### config.mk
export PLATFORM = sky130hd
export DESIGN_NAME = muldiv_unit_flat
export DESIGN_NICKNAME = d
export VERILOG_FILES = /design/src/rtl/muldiv_unit_if.sv /design/src/rtl/muldiv_unit.sv /design/src/flat_wrapper.sv
export SDC_FILE = /design/constraint.sdc
export NUM_CORES = 1
export LEC_CHECK = 0
export BUFFER_PORTS_ARGS = -buffer_cell sky130_fd_sc_hd__buf_2
export CAP_MARGIN = 20
export CORE_AREA = 10 10 253 255
export CTS_CLUSTER_DIAMETER = 80
export DETAILED_ROUTE_END_ITERATION = 10
export DIE_AREA = 0 0 263 265
export HOLD_SLACK_MARGIN = 0.15
export SYNTH_ARGS = -nofsm -noshare
export SYNTH_HDL_FRONTEND = slang
export SYNTH_SLANG_ARGS = --single-unit
### constraint.sdc
create_clock -name clk -period 6.9 [get_ports clk]
set_clock_uncertainty 0.05 [all_clocks]
set_input_delay 0 -clock clk [delete_from_list [all_inputs] [get_ports clk]]
set_output_delay 0 -clock clk [all_outputs]
set_load 0.02 [all_outputs]
### src/rtl/muldiv_unit_if.sv
// rtl/muldiv_unit_if.sv - issue/result bundle between the execute stage and the multiply/divide unit
interface muldiv_if #(
    parameter int WIDTH = 32
);
    logic             start;
    logic             op_div;
    logic             op_sign;
    logic [WIDTH-1:0] a;
    logic [WIDTH-1:0] b;
    logic             flush;
    logic             hi_we;
    logic             lo_we;
    logic [WIDTH-1:0] wdata;
    logic             busy;
    logic             done;
    logic [WIDTH-1:0] hi;
    logic [WIDTH-1:0] lo;

    modport master (
        output start, op_div, op_sign, a, b, flush, hi_we, lo_we, wdata,
        input  busy, done, hi, lo
    );

    modport slave (
        input  start, op_div, op_sign, a, b, flush, hi_we, lo_we, wdata,
        output busy, done, hi, lo
    );
endinterface

### src/rtl/muldiv_unit.sv
// rtl/muldiv_unit.sv - iterative shift-add multiply / restoring divide with architectural HI/LO
module muldiv_unit #(
    parameter int WIDTH = 32
) (
    input  logic      clk,
    input  logic      reset,
    muldiv_if.slave   bus
);
    localparam int CW = $clog2(WIDTH + 1);

    typedef enum logic [1:0] {IDLE, CALC, FIX} state_t;

    state_t             state_q, state_d;
    logic               is_div;
    logic               neg_q;
    logic               neg_r;
    logic [WIDTH-1:0]   mag_b;
    logic [2*WIDTH-1:0] acc;
    logic [WIDTH-1:0]   rem;
    logic [CW-1:0]      cnt;
    logic [WIDTH-1:0]   hi_q, lo_q;
    logic               done_q;

    logic               a_neg, b_neg, div_zero;
    logic [WIDTH-1:0]   a_mag, b_mag;
    logic [WIDTH:0]     mul_sum;
    logic [WIDTH:0]     div_shift, div_sub;
    logic               div_ge;
    logic [2*WIDTH-1:0] prod_fix;
    logic [WIDTH-1:0]   quo_fix, rem_fix;

    assign bus.busy = (state_q != IDLE);
    assign bus.done = done_q;
    assign bus.hi   = hi_q;
    assign bus.lo   = lo_q;

    // Divide by zero runs the raw dividend unsigned with no sign fixup, so the
    // restoring loop itself leaves HI = a and LO = all ones.
    assign div_zero = bus.op_div && (bus.b == '0);
    assign a_neg    = bus.op_sign && bus.a[WIDTH-1] && !div_zero;
    assign b_neg    = bus.op_sign && bus.b[WIDTH-1];
    assign a_mag    = a_neg ? -bus.a : bus.a;
    assign b_mag    = b_neg ? -bus.b : bus.b;

    assign mul_sum   = {1'b0, acc[2*WIDTH-1:WIDTH]} + (acc[0] ? {1'b0, mag_b} : '0);
    assign div_shift = {rem, acc[WIDTH-1]};
    assign div_sub   = div_shift - {1'b0, mag_b};
    assign div_ge    = (div_shift >= {1'b0, mag_b});

    assign prod_fix = neg_q ? -acc : acc;
    assign quo_fix  = neg_q ? -acc[WIDTH-1:0] : acc[WIDTH-1:0];
    assign rem_fix  = neg_r ? -rem : rem;

    always_comb begin
        state_d = state_q;
        case (state_q)
            IDLE: if (bus.start && !bus.flush) state_d = CALC;
            CALC: begin
                if (bus.flush)             state_d = IDLE;
                else if (cnt == CW'(1))    state_d = FIX;
            end
            FIX:     state_d = IDLE;
            default: state_d = IDLE;
        endcase
    end

    always_ff @(posedge clk or posedge reset) begin
        if (reset) begin
            state_q <= IDLE;
            is_div  <= 1'b0;
            neg_q   <= 1'b0;
            neg_r   <= 1'b0;
            mag_b   <= '0;
            acc     <= '0;
            rem     <= '0;
            cnt     <= '0;
            hi_q    <= '0;
            lo_q    <= '0;
            done_q  <= 1'b0;
        end else begin
            state_q <= state_d;
            done_q  <= (state_q == FIX) && !bus.flush;
            case (state_q)
                IDLE: begin
                    if (bus.hi_we) hi_q <= bus.wdata;
                    if (bus.lo_we) lo_q <= bus.wdata;
                    if (bus.start && !bus.flush) begin
                        is_div <= bus.op_div;
                        neg_q  <= a_neg ^ b_neg;
                        neg_r  <= a_neg;
                        mag_b  <= b_mag;
                        acc    <= {{WIDTH{1'b0}}, a_mag};
                        rem    <= '0;
                        cnt    <= CW'(WIDTH);
                    end
                end
                CALC: begin
                    cnt <= cnt - CW'(1);
                    if (is_div) begin
                        rem              <= WIDTH'(div_ge ? div_sub : div_shift);
                        acc[WIDTH-1:0]   <= {acc[WIDTH-2:0], div_ge};
                    end else begin
                        acc <= {mul_sum, acc[WIDTH-1:1]};
                    end
                end
                FIX: begin
                    if (!bus.flush) begin
                        if (is_div) begin
                            hi_q <= rem_fix;
                            lo_q <= quo_fix;
                        end else begin
                            hi_q <= prod_fix[2*WIDTH-1:WIDTH];
                            lo_q <= prod_fix[WIDTH-1:0];
                        end
                    end
                end
                default: ;
            endcase
        end
    end
endmodule
### src/flat_wrapper.sv
// flat-port wrapper written by rule: the top's interface ports become plain ports
module muldiv_unit_flat 
#(
    parameter int WIDTH = 32
)
  (clk, reset, bus_start, bus_op_div, bus_op_sign, bus_a, bus_b, bus_flush, bus_hi_we, bus_lo_we, bus_wdata, bus_busy, bus_done, bus_hi, bus_lo);
  muldiv_if #(.WIDTH(WIDTH)) bus_i ();
  input  logic clk;
  input  logic reset;
  input wire logic [$bits(bus_i.start)-1:0] bus_start;
  input wire logic [$bits(bus_i.op_div)-1:0] bus_op_div;
  input wire logic [$bits(bus_i.op_sign)-1:0] bus_op_sign;
  input wire logic [$bits(bus_i.a)-1:0] bus_a;
  input wire logic [$bits(bus_i.b)-1:0] bus_b;
  input wire logic [$bits(bus_i.flush)-1:0] bus_flush;
  input wire logic [$bits(bus_i.hi_we)-1:0] bus_hi_we;
  input wire logic [$bits(bus_i.lo_we)-1:0] bus_lo_we;
  input wire logic [$bits(bus_i.wdata)-1:0] bus_wdata;
  output wire logic [$bits(bus_i.busy)-1:0] bus_busy;
  output wire logic [$bits(bus_i.done)-1:0] bus_done;
  output wire logic [$bits(bus_i.hi)-1:0] bus_hi;
  output wire logic [$bits(bus_i.lo)-1:0] bus_lo;
  assign bus_i.start = bus_start;
  assign bus_i.op_div = bus_op_div;
  assign bus_i.op_sign = bus_op_sign;
  assign bus_i.a = bus_a;
  assign bus_i.b = bus_b;
  assign bus_i.flush = bus_flush;
  assign bus_i.hi_we = bus_hi_we;
  assign bus_i.lo_we = bus_lo_we;
  assign bus_i.wdata = bus_wdata;
  assign bus_busy = bus_i.busy;
  assign bus_done = bus_i.done;
  assign bus_hi = bus_i.hi;
  assign bus_lo = bus_i.lo;
  muldiv_unit #(.WIDTH(WIDTH)) u_core (.clk(clk), .reset(reset), .bus(bus_i));
endmodule
* Word level (Yosys, flattened, before mapping)
Cells that the tools add are included.
** Storage, ports and cells
- Bits in registers :: 204
- Input bits :: 104
** Cells by class
- Add/subtract/negate cells :: 8
- $lt $le $gt $ge :: 1
- Equality and inequality tests :: 10
- Mux-type cells :: 28
- Bitwise operators :: 1
- Reduce and logical (&&, ||, !) cells :: 20
** Operator list (count)
- 2-to-1 mux 32 bit :: 16
- case mux 32 bit (2 select lines) :: 3
- 2-to-1 mux 64 bit :: 2
- negation 32 bit :: 4
- case mux 64 bit (2 select lines) :: 1
- negation 64 bit :: 1
- adder 32 x 33 -> 33 bit :: 1
- greater-or-equal comparator 33 x 32 -> 1 bit :: 1
- zero test 32 bit :: 1
- subtractor 32 bit :: 1
- case mux 6 bit (2 select lines) :: 1
- AND reduction 3 bit :: 4
- != test 2 bit, second input constant :: 4
- equality test 6 x 1 -> 1 bit, second input constant :: 1
- logical AND 1 bit :: 6
- 2-to-1 mux 2 bit :: 3
- 2-to-1 mux 6 bit :: 1
- AND reduction 2 bit :: 3
- nonzero test 2 bit :: 3
- subtractor 6 x 1 -> 6 bit, second input constant :: 1
- != test 2 x 1 -> 1 bit, second input constant :: 2
- case mux 2 bit (2 select lines) :: 1
- != test 3 x 2 -> 1 bit, second input constant :: 1
- equality test 2 x 1 -> 1 bit, second input constant :: 1
- 4 further kinds :: 5

* Logic depth before layout (Yosys ltp)
Gate-level depths: netlist of the first run.
- Word-level depth :: 7
- Gate-level depth with buffers :: 14

* Worst setup path before layout of the first run
OpenSTA, ideal clock, no wires.
- Path type :: reg2reg
- From :: register u_core.acc[0]
- To :: register u_core.acc[63]
- Setup time :: 0.138 ns
- Arrival :: 3.264 ns
- Path slack :: 3.448 ns
- Cell stages (with the launch flop) :: 14
- Period minus slack after synthesis :: 3.452 ns
- Cell sequence :: dfrtp_1 > inv_1 > clkbuf_1 > nor2_1 > ha_1 > nor2b_1 > o31ai_1 > nand3_1 > a221o_1 > a31oi_1 > a41oi_1 > a221o_1 > a2111oi_0 > a21oi_1
** On the way
- Word-level cells in the longest chain between the ends :: 4
** RTL lines
- start: declaration :: RTL line muldiv_unit.sv:18 : logic [2*WIDTH-1:0] acc;
- start signal: assignment :: RTL line muldiv_unit.sv:92 : acc <= {{WIDTH{1'b0}}, a_mag};
- start signal: indexed assignment :: RTL line muldiv_unit.sv:101 : acc[WIDTH-1:0] <= {acc[WIDTH-2:0], div_ge};
- start signal: assignment :: RTL line muldiv_unit.sv:103 : acc <= {mul_sum, acc[WIDTH-1:1]};
- 2-to-1 mux 32 bit :: RTL line muldiv_unit.sv:45 : assign mul_sum = {1'b0, acc[2*WIDTH-1:WIDTH]} + (acc[0] ? {1'b0, mag_b} : '0);
- adder 32 x 33 -> 33 bit :: RTL line muldiv_unit.sv:45
- 2-to-1 mux 32 bit :: RTL line muldiv_unit.sv:99 : if (is_div) begin
- case mux 64 bit (2 select lines) :: RTL line muldiv_unit.sv:83 : case (state_q)
No other way between the ends. The select of a mux whose other input is x is not followed.
A chain may end at the register's enable or synchronous reset.

* Worst setup path in the final report of the first run
Ends and elaborated chain as after synthesis.

==> flow_metrics.py, run 1 <==
metrics = {
    "run_status": {
        "status": "complete, no violations",
    },
    "cells_and_area": {
        "seq_area_um2": 5110,
        "final_cell_mix": "o21ai_0 (258), nand2_1 (244), dfrtp_1 (202)",
        "final_common_cell": "o21ai_0",
        "fin_area_um2": 19900,
        "fillCellCount": 6113,
        "area_delta_synth_final_pct": 26.4,
        "multiInputGateArea_um2": 9960,
        "final_nets": 2398,
        "final_layout_size_suffix_gt1_frac": 0.119,
    },
    "worst_setup_path": {
        "reg2reg_setup_slack_ns": 2.58,
        "cp-end-kind": "flop",
        "worstPathRequired_ns": 7.25,
        "critPathLaunchType": "flop",
        "cp.arrival_ns": 4.66,
        "crit_fanout": 31,
        "critPathKind": "reg2reg",
    },
    "drt": {
        "drc": 0,
        "met3_wirelength_um": 3420,
        "drt-initial-drc-count": 1227,
        "ant_nets": 0,
        "first_pass_iters": 5,
        "drt_wl_total_um": 55300,
        "wl_per_cell_um": 18.3,
        "drt-vias-per-instance": 5.16,
        "via_count": 15559,
        "met1_length_um": 26100,
        "route.met2.wl_um": 24400,
        "highest_layer": "met4",
    },
    "grt": {
        "grt_usage": 0.152,
        "grt_overflow_total": 0,
        "grt_max_degree": 127,
        "grt_pass1_wl_um": 87300,
        "grt_antenna_before_repair": 4,
        "grt_pass1_vias": 14917,
    },
    "clock_network": {
        "clock-sinks": 204,
        "cts-root-buf": "clkbuf_16",
        "numCtsBuffers": 26,
        "cts_tree": "yes",
        "clk_latency_ns": 0.54,
        "cts.clk_slew.worst_paths_ns": 0.06,
        "htree_levels": 1,
        "clockBufferDepth": 3,
    },
    "timing": {
        "rsz0062_at_grt": "no",
        "finalSetupViolCount": 0,
        "report.final.slew_viol_count": 0,
        "fin_crit_sh": 0.626,
        "slew_headroom": 0.350,
        "fin_crit_ns": 4.32,
        "worstMarginPinSlew_ns": 0.972,
        "fin_tns_setup_ns": 0,
        "clock.fmax_mhz": 232,
        "hold_viol": 0,
    },
    "synthesis": {
        "syn_nets": 2131,
        "ys_ff_latch": 204,
        "syn_area_um2": 15700,
        "synth_cells": 1955,
        "synthArstFlopShare": 1.00,
        "synth.distinct_cells": 74,
        "yosysSeqAreaShare": 0.325,
        "syn_avg_cell_area_um2": 8.04,
        "synth_flop_cell": "dfrtp_1",
        "yosysWarningCount": 0,
        "synth-edff-count": 0,
    },
    "die": {
        "die-area_um2": 69700,
        "design.core.area_um2": 58800,
        "fp.dieH_um": 265,
        "num_rows": 89,
        "num_io_pins": 170,
        "initial_utilization": 0.267,
        "dieWidth_um": 263,
    },
    "power": {
        "power_density_nw_per_um2": 414,
        "comb_power_share": 0.548,
        "power_mw": 8.24,
        "ir_drop_v": 0.000251,
        "switching_share": 0.475,
        "p_switching_mw": 3.91,
        "seq_power_share": 0.279,
        "power_leakage_nw": 8.74,
        "internal_power_mw": 4.32,
        "p_clk_frac": 0.173,
    },
    "min_path": {
        "hold_path.class": "in2async",
    },
    "place": {
        "gp_congestion": 0.896,
        "dpl-instance-area_um2": 17300,
        "hpwl_um": 42600,
        "portBuffers": 169,
    },
    "run": {
        "maxCapViolCount": 0,
    },
}
## metrics by stage
stage                util  setup slack (ns)  hold slack, ns  instances
global placement    0.293              2.78           0.190       2799
finish              0.338              2.58           0.178       3018
floorplan               -              1.28          0.0203       1955
CTS                 0.337              2.62           0.214       3011
detailed placement  0.293              2.65           0.189       2800
global route        0.338              2.26           0.266       3018
## path summary, 6_finish.rpt
check | start | to | cells past startpoint
max | u_core.acc[0]$_DFFE_PP0P_ | u_core.acc[63]$_DFFE_PP0P_ | 12
min in group clk | bus_flush | u_core.state_q[1]$_DFFE_PP0P_ | 3
max reg2reg | u_core.acc[0]$_DFFE_PP0P_ | u_core.acc[63]$_DFFE_PP0P_ | 12
min | reset | u_core.acc[5]$_DFFE_PP0P_ | 3
max in group asynchronous | reset | u_core.bus.lo[1]$_DFFE_PP0P_ | 5
min reg2reg | u_core.bus.lo[13]$_DFFE_PP0P_ | u_core.bus.lo[13]$_DFFE_PP0P_ | 2
## registers in the layout, summed over array words and instances, names as in the netlist
register         flops
u_core.acc          64
u_core.bus.hi       32
u_core.bus.lo       32
u_core.mag_b        32
u_core.rem          32
u_core.cnt           6
u_core.state_q       2
u_core.bus.done      1
u_core.is_div        1
u_core.neg_q         1
u_core.neg_r         1
## final cells by class
cell class / count / share of cell area
well taps: 773 / 0.0486
multi-input cells: 1571 / 0.501
inverters: 71 / 0.0138
clock buffers: 39 / 0.0393
clock inverters: 8 / 0.00610
flip-flops and latches: 204 / 0.257
diodes: 4 / 0.000503
repair buffers: 348 / 0.134
## cell usage after synthesis (all sizes together) (39+ instances only)
master	n	area, um2
o21ai	259	1300
clkbuf	92	345
o31ai	47	353
mux2i	56	561
nand2	246	926
ha	70	876
a21oi	130	651
xor2	108	946
inv	70	263
a31oi	39	244
dfrtp	204	5100
nor2	160	601
xnor2	84	736
## kinds of logic (layout without fill, tap and decap cells)
group           Yosys count  count (layout)  share of synthesized area
compound gates          618             618                      0.238
xor+xnor                192             192                      0.107
fa+ha+maj                72              72                     0.0582
buf+inv                 180             466                     0.0439
flops                   204             204                      0.325
mux                      65              65                     0.0421
other cells               0               4                          0
simple gates            624             624                      0.186
## power groups by stage
stage	Clock [mW]	Combinational, mW	Sequential [mW]
2_1_floorplan	0	3.21	2.10
3_3_place_gp	0	4.21	2.26
3_5_place_dp	0	4.28	2.30
4_1_cts	1.45	4.43	2.27
5_1_grt	1.50	5.01	2.36
6_report	1.43	4.51	2.30
## what timing repair did
| item | CTS | global route |
|---|---|---|
| hold buffers | 164 | 0 |
| setup buffers | 0 | 0 |
| resized for setup | 0 | 0 |
| hold endpoints to repair | 259 | 0 |
## worst max-delay path, stage by stage, from the launching register on
cell and delay (ns):
dfrtp_1 0.46, inv_1 0.67, nor2_1 0.10, ha_1 0.36, nor2b_1 0.16, o31ai_1 0.36
nand3_1 0.21, a221o_1 0.43, a31oi_1 0.27, a41oi_1 0.22, a221o_1 0.36, a2111oi_0 0.43
a21oi_1 0.08
## routing by layer
metal | up-vias | global-route usage
met5 | - | 0
met3 | 79 | 0.0189
met2 | 516 | 0.238
met4 | 0 | 0.0377
met1 | 7420 | 0.218
li1 | 7544 | -
Note: power is estimated with default switching activity, not from simulation.
==> run 2, diff against run 1 <==
- clock period: 6.9 -> 4.1 ns (I/O delays scaled with it)
==> run 2 against run 1 <==
Sequential cell count stayed put. Setup slack worse by 2.3 ns. Routed wire length is 2.0% higher. Cell count is 0.66% higher. Hold slack better by 0.050 ns. Clock power is 62% higher. Critical path depth is 1 higher. Clock-buffer cell count is 4 higher. Critical endpoint is now u_core.acc[11]$_DFFE_PP0P_. Largest cell class unchanged. Largest power group unchanged.
==> flow_metrics.py, run 2 (same netlist as run 1, synthesis figures left out) <==
metrics = {
    "power": {
        "p_clk_frac": 0.167,
        "power_leakage_nw": 8.81,
        "p_switching_mw": 6.61,
        "internal_power_mw": 7.27,
        "comb_power_share": 0.552,
        "power_density_nw_per_um2": 694,
        "switching_share": 0.476,
        "seq_power_share": 0.281,
        "ir_drop_v": 0.000403,
    },
    "cells_and_area": {
        "final_layout_size_suffix_gt1_frac": 0.121,
        "fillCellCount": 6182,
        "top_register": "u_core.acc",
        "final_common_cell": "o21ai_0",
        "seq_area_um2": 5110,
        "multiInputGateArea_um2": 9970,
        "largest_reg_flops": 64,
        "final_nets": 2420,
        "area_delta_synth_final_pct": 27.1,
        "final_cell_mix": "o21ai_0 (258), nand2_1 (244), dfrtp_1 (202)",
    },
    "drt": {
        "ant_nets": 0,
        "drt-initial-drc-count": 1390,
        "first_pass_iters": 5,
        "via_count": 15608,
        "drt_wl_total_um": 56500,
        "drc": 0,
        "drt-vias-per-instance": 5.14,
        "wl_per_cell_um": 18.6,
    },
    "timing": {
        "finalSetupViolCount": 0,
        "rsz0062_at_grt": "no",
        "report.final.slew_viol_count": 0,
        "fin_crit_sh": 0.943,
        "hold_viol": 0,
        "worstMarginPinSlew_ns": 1.08,
        "clock.fmax_mhz": 259,
        "slew_headroom": 0.281,
        "fin_tns_setup_ns": 0,
        "fin_crit_ns": 3.87,
        "hold_ws_ns": 0.229,
    },
    "grt": {
        "grt_overflow_total": 0,
        "grt_pass1_vias": 15157,
        "grt_usage": 0.154,
        "grt_max_degree": 128,
        "grt_pass1_wl_um": 88100,
        "grt_antenna_before_repair": 3,
    },
    "die": {
        "fp.dieH_um": 265,
        "dieWidth_um": 263,
        "num_io_pins": 170,
        "num_rows": 89,
        "die-area_um2": 69700,
        "initial_utilization": 0.267,
        "design.core.area_um2": 58800,
    },
    "worst_setup_path": {
        "cp-end-kind": "flop",
        "critPathKind": "in2reg",
        "worstPathRequired_ns": 4.47,
        "crit_fanout": 25,
        "critPathLaunchType": "input pin",
        "cp.arrival_ns": 4.23,
    },
    "clock_network": {
        "cts.clk_slew.worst_paths_ns": 0.06,
        "clock-sinks": 204,
        "clockBufferDepth": 3,
        "cts-root-buf": "clkbuf_16",
        "numCtsBuffers": 27,
        "htree_levels": 1,
        "cts_tree": "yes",
        "clk_latency_ns": 0.54,
    },
    "place": {
        "hpwl_um": 43200,
        "gp_congestion": 0.878,
        "portBuffers": 169,
    },
    "min_path": {
        "hold_path.class": "in2reg",
    },
    "run_status": {
        "status": "complete, no violations",
    },
    "run": {
        "maxCapViolCount": 0,
    },
}
-- run 2: cell count changes in the layout (fill, tap and decap cells not counted), moves of 2 or more --
cell | before | now
clkbuf_8 | 6 | 8
bufinv_16 | 3 | 1
buf_4 | 11 | 21
dlygate4sd3_1 | 164 | 177
clkbuf_1 | 6 | 8
buf_16 | 2 | 0
-- run 2: cell type report --
class	instances	area share
timing repair buffer	369	0.141
antenna	3	0.000375
clock buffer	43	0.0408
inverter	71	0.0135
multi-input combinational	1571	0.499
sequential	204	0.256
clock inverter	4	0.00225
tap	773	0.0484
-- run 2: worst paths after layout --
check                                            start                       endpoint  slack, ns  depth (start not counted)
setup / recovery                             bus_b[13]     u_core.acc[11]$_DFFE_PP0P_       0.23                         13
min in group asynchronous                        reset  u_core.bus.lo[11]$_DFFE_PP0P_       0.75                          4
hold reg to reg            u_core.mag_b[2]$_DFFE_PP0P_    u_core.mag_b[2]$_DFFE_PP0P_       0.43                          2
max in group asynchronous                        reset      u_core.is_div$_DFFE_PP0P_       1.98                          5
setup reg to reg             u_core.acc[0]$_DFFE_PP0P_     u_core.acc[63]$_DFFE_PP0P_       0.30                         13
hold / removal                               bus_start      u_core.acc[0]$_DFFE_PP0P_       0.23                          5
-- run 2: repair_timing --
action / 4_1_cts / 5_1_grt
hold buffers: 177 / 0
endpoints found under the setup margin: 0 / 11
buffers inserted: 0 / 0
endpoints found under the hold margin: 165 / 0
gates resized for setup: 0 / 3
-- run 2: per-layer routing --
metal,up-vias,track usage,part of all wire
met5,-,0,0
met4,0,0.0502,0.032
met3,92,0.0222,0.065
met2,500,0.237,0.43
met1,7445,0.218,0.47
li1,7571,-,-
-- run 2: worst max-delay path: stages --
cell and delay [ns]:
dlygate4sd3_1 0.58, buf_2 0.17, or4_1 0.57, nor4_1 0.25, and2b_1 0.22, and4_1 0.28, nand2_1 0.22, and3_4 0.35
o31ai_1 0.13, xor2_1 0.23, dlygate4sd3_1 0.59, o21ai_0 0.06, dlygate4sd3_1 0.56
-- run 2: per-stage QoR --
stage / instances / util / setup slack [ns] / power, mW / cell area (um2)
2_1_floorplan: 1955 / - / 0.648 / 8.93 / 15700
3_3_place_gp: 2810 / 0.295 / 0.456 / 11.0 / 17300
3_5_place_dp: 2811 / 0.295 / 0.342 / 11.1 / 17300
4_1_cts: 3035 / 0.340 / 0.0433 / 13.8 / 20000
5_1_grt: 3038 / 0.340 / 0.00304 / 14.9 / 20000
6_report: 3038 / 0.340 / 0.233 / 13.9 / 20000
-- run 2: power groups by stage --
stage	Combinational [mW]	Sequential, mW	Clock (mW)
after CTS	7.56	3.85	2.36
after global routing	8.47	4.00	2.44
final	7.66	3.90	2.31
after global placement	7.13	3.84	0
after detailed placement	7.23	3.89	0
after floorplan	5.40	3.53	0
==> run 3, diff against run 2 <==
- ABC_AREA: not set -> 1
- CORE_AREA: 10 10 253 255 -> 10 10 274 276
- DIE_AREA: 0 0 263 265 -> 0 0 284 286
==> run 3 against run 2 <==
Die area grew 17%. Sequential cell count is the same. Routed wire length grew 42%. Critical path depth shrank 1. Sequential power shrank 7.4%. Setup slack gained 0.18 ns. Highest routed layer is now met5. Critical path type unchanged. Combinational power grew 7.7%. Global-route usage grew 3.5 points. Utilization shrank 0.24 points.
==> flow_metrics.py, run 3 <==
metrics = {
    "synthesis": {
        "synth_xor_area_frac": 0.0226,
        "synth-simple-area-share": 0.389,
        "ys_ff_latch": 204,
        "syn_nets": 3185,
        "synthArstFlopShare": 1.00,
        "synth_cells": 3009,
        "netlist_top_cells_area": "dfrtp_1 (27%), nand2_1 (17%), nand3_1 (8.2%)",
        "synth.distinct_cells": 62,
        "synth_top_family_by_area": "simple AND/OR/NAND/NOR gates",
        "synth.most_common_cell": "nand2_1",
        "muxShareOfSynthArea": 0.00107,
        "syn_avg_cell_area_um2": 6.19,
        "synth_top_area_frac": 0.274,
        "yosysTopAreaCell": "dfrtp_1",
        "synth-edff-count": 0,
        "yosysWarningCount": 0,
        "syn_area_um2": 18600,
        "yosysSeqAreaShare": 0.274,
        "synth_compound_area_frac": 0.166,
        "synth_common_cells": "nand2_1 (832), nor2_1 (398), inv_1 (335)",
        "synth_flop_cell": "dfrtp_1",
        "synthAdderAreaFrac": 0.0492,
    },
    "grt": {
        "grt_pass1_wl_um": 122000,
        "grt_overflow_total": 0,
        "grt_pass1_vias": 20649,
        "grt_usage": 0.189,
        "grt_max_degree": 111,
        "grt_antenna_before_repair": 2,
    },
    "timing": {
        "finalSetupViolCount": 0,
        "worstMarginPinSlew_ns": 1.04,
        "clock.fmax_mhz": 271,
        "fin_tns_setup_ns": 0,
        "hold_ws_ns": 0.227,
        "hold_viol": 0,
        "fin_crit_sh": 0.900,
        "rsz0062_at_grt": "no",
        "slew_headroom": 0.305,
        "fin_crit_ns": 3.69,
        "report.final.slew_viol_count": 0,
    },
    "drt": {
        "via_count": 21599,
        "ant_nets": 0,
        "drt-initial-drc-count": 2059,
        "wl_per_cell_um": 18.7,
        "drt_wl_total_um": 80300,
        "drt-vias-per-instance": 5.03,
        "first_pass_iters": 6,
        "drc": 0,
    },
    "cells_and_area": {
        "final_layout_size_suffix_gt1_frac": 0.0996,
        "final_nets": 3508,
        "final_cell_mix": "nand2_1 (831), nor2_1 (396), inv_1 (334)",
        "area_delta_synth_final_pct": 26.0,
        "largest_reg_flops": 64,
        "final_common_cell": "nand2_1",
        "n_antenna_cell": 0,
        "top_register": "u_core.acc",
        "fillCellCount": 7563,
        "fin_area_um2": 23500,
    },
    "power": {
        "power_leakage_nw": 11.3,
        "ir_drop_v": 0.000352,
        "power_density_nw_per_um2": 625,
    },
    "clock_network": {
        "htree_levels": 1,
        "cts-root-buf": "clkbuf_16",
        "cts_resized": 0,
        "clk_latency_ns": 0.58,
        "clock-sinks": 204,
        "cts.clk_slew.worst_paths_ns": 0.06,
        "clockBufferDepth": 3,
        "cts_setup_buffers": 0,
        "cts_tree": "yes",
        "numCtsBuffers": 29,
    },
    "die": {
        "die-area_um2": 81200,
        "num_rows": 97,
        "initial_utilization": 0.268,
        "num_io_pins": 170,
        "fp.dieH_um": 286,
        "dieWidth_um": 284,
        "design.core.area_um2": 69500,
    },
    "min_path": {
        "hold_path.class": "in2reg",
        "hold_depth": 5,
    },
    "worst_setup_path": {
        "crit_fanout": 29,
        "cp.arrival_ns": 4.09,
        "cp-end-kind": "flop",
        "worstPathRequired_ns": 4.50,
        "critPathKind": "in2reg",
        "r2r_cells": 12,
        "critPathLaunchType": "input pin",
    },
    "run": {
        "maxCapViolCount": 0,
    },
    "place": {
        "hpwl_um": 63400,
        "gp_congestion": 0.997,
        "dpl-instance-area_um2": 20300,
        "portBuffers": 169,
    },
    "run_status": {
        "status": "complete, no violations",
    },
}
==> run 3: per-stage QoR <==
step / instances / power, mW / util / setup WS, ns
5_1_grt: 4295 / 15.8 / 0.338 / 0.240
3_3_place_gp: 4032 / 11.4 / 0.292 / 0.948
3_5_place_dp: 4032 / 11.4 / 0.292 / 0.980
2_1_floorplan: 3009 / 8.91 / - / 1.41
4_1_cts: 4295 / 14.5 / 0.338 / 0.496
6_report: 4295 / 14.7 / 0.338 / 0.411
==> run 3: kinds of logic (layout without fill, tap and decap cells) <==
| logic type | after synthesis | in the layout |
|---|---|---|
| buffers and inverters | 453 | 799 |
| AND/OR/NAND/NOR | 1693 | 1693 |
| multiplexers | 2 | 2 |
| AO/OA/AOI/OAI | 537 | 537 |
| flip-flops | 204 | 204 |
| adder cells (fa/ha/maj) | 72 | 72 |
| XOR/XNOR | 48 | 48 |
==> run 3: worst paths after layout <==
path / startpoint / to / slack [ns]
hold / removal: bus_op_sign / u_core.neg_r$_DFFE_PP0P_ / 0.23
setup reg to reg: u_core.acc[0]$_DFFE_PP0P_ / u_core.acc[51]$_DFFE_PP0P_ / 0.83
min in group asynchronous: reset / u_core.bus.lo[15]$_DFFE_PP0P_ / 0.43
max in group asynchronous: reset / u_core.neg_q$_DFFE_PP0P_ / 2.66
setup / recovery: bus_b[31] / u_core.mag_b[29]$_DFFE_PP0P_ / 0.41
hold reg to reg: u_core.cnt[5]$_DFFE_PP0P_ / u_core.cnt[5]$_DFFE_PP0P_ / 0.45
==> run 3: routing by layer <==
layer  routed length [um]  up-vias  track usage
met3                 4490      182       0.0237
li1                     -    10548            -
met2                38400      807        0.325
met4                 3780        2       0.0815
met5                   13        -            0
met1                33600    10060        0.236
==> run 3: layout make-up <==
cell class	count	area, um2	area share
timing repair buffer	396	3110	0.132
clock inverter	19	275	0.0117
clock buffer	35	778	0.0331
tap	940	1180	0.0501
multi-input combinational	2352	11700	0.499
inverter	349	1310	0.0559
sequential	204	5110	0.217
==> run 3: what timing repair did <==
item                                    4_1_cts  5_1_grt
endpoints found under the hold margin       341        0
endpoints found under the setup margin        0        0
hold buffers                                209        0
==> run 3: power by group <==
group          internal [mW]  switching, mW
Sequential              2.62          0.987
Combinational           2.75           5.50
Clock                   1.74           1.07
Total                   7.11           7.56
==> run 3: critical path, cell delays in order <==
cell and delay (ns):
dlygate4sd3_1 0.55, buf_2 0.15, nand2_1 0.30, inv_1 0.72, o21ai_0 0.34, nand2_1 0.13
nand2_1 0.05, dlygate4sd3_1 0.54, nand3_1 0.09, dlygate4sd3_1 0.58, o21ai_0 0.08, dlygate4sd3_1 0.56
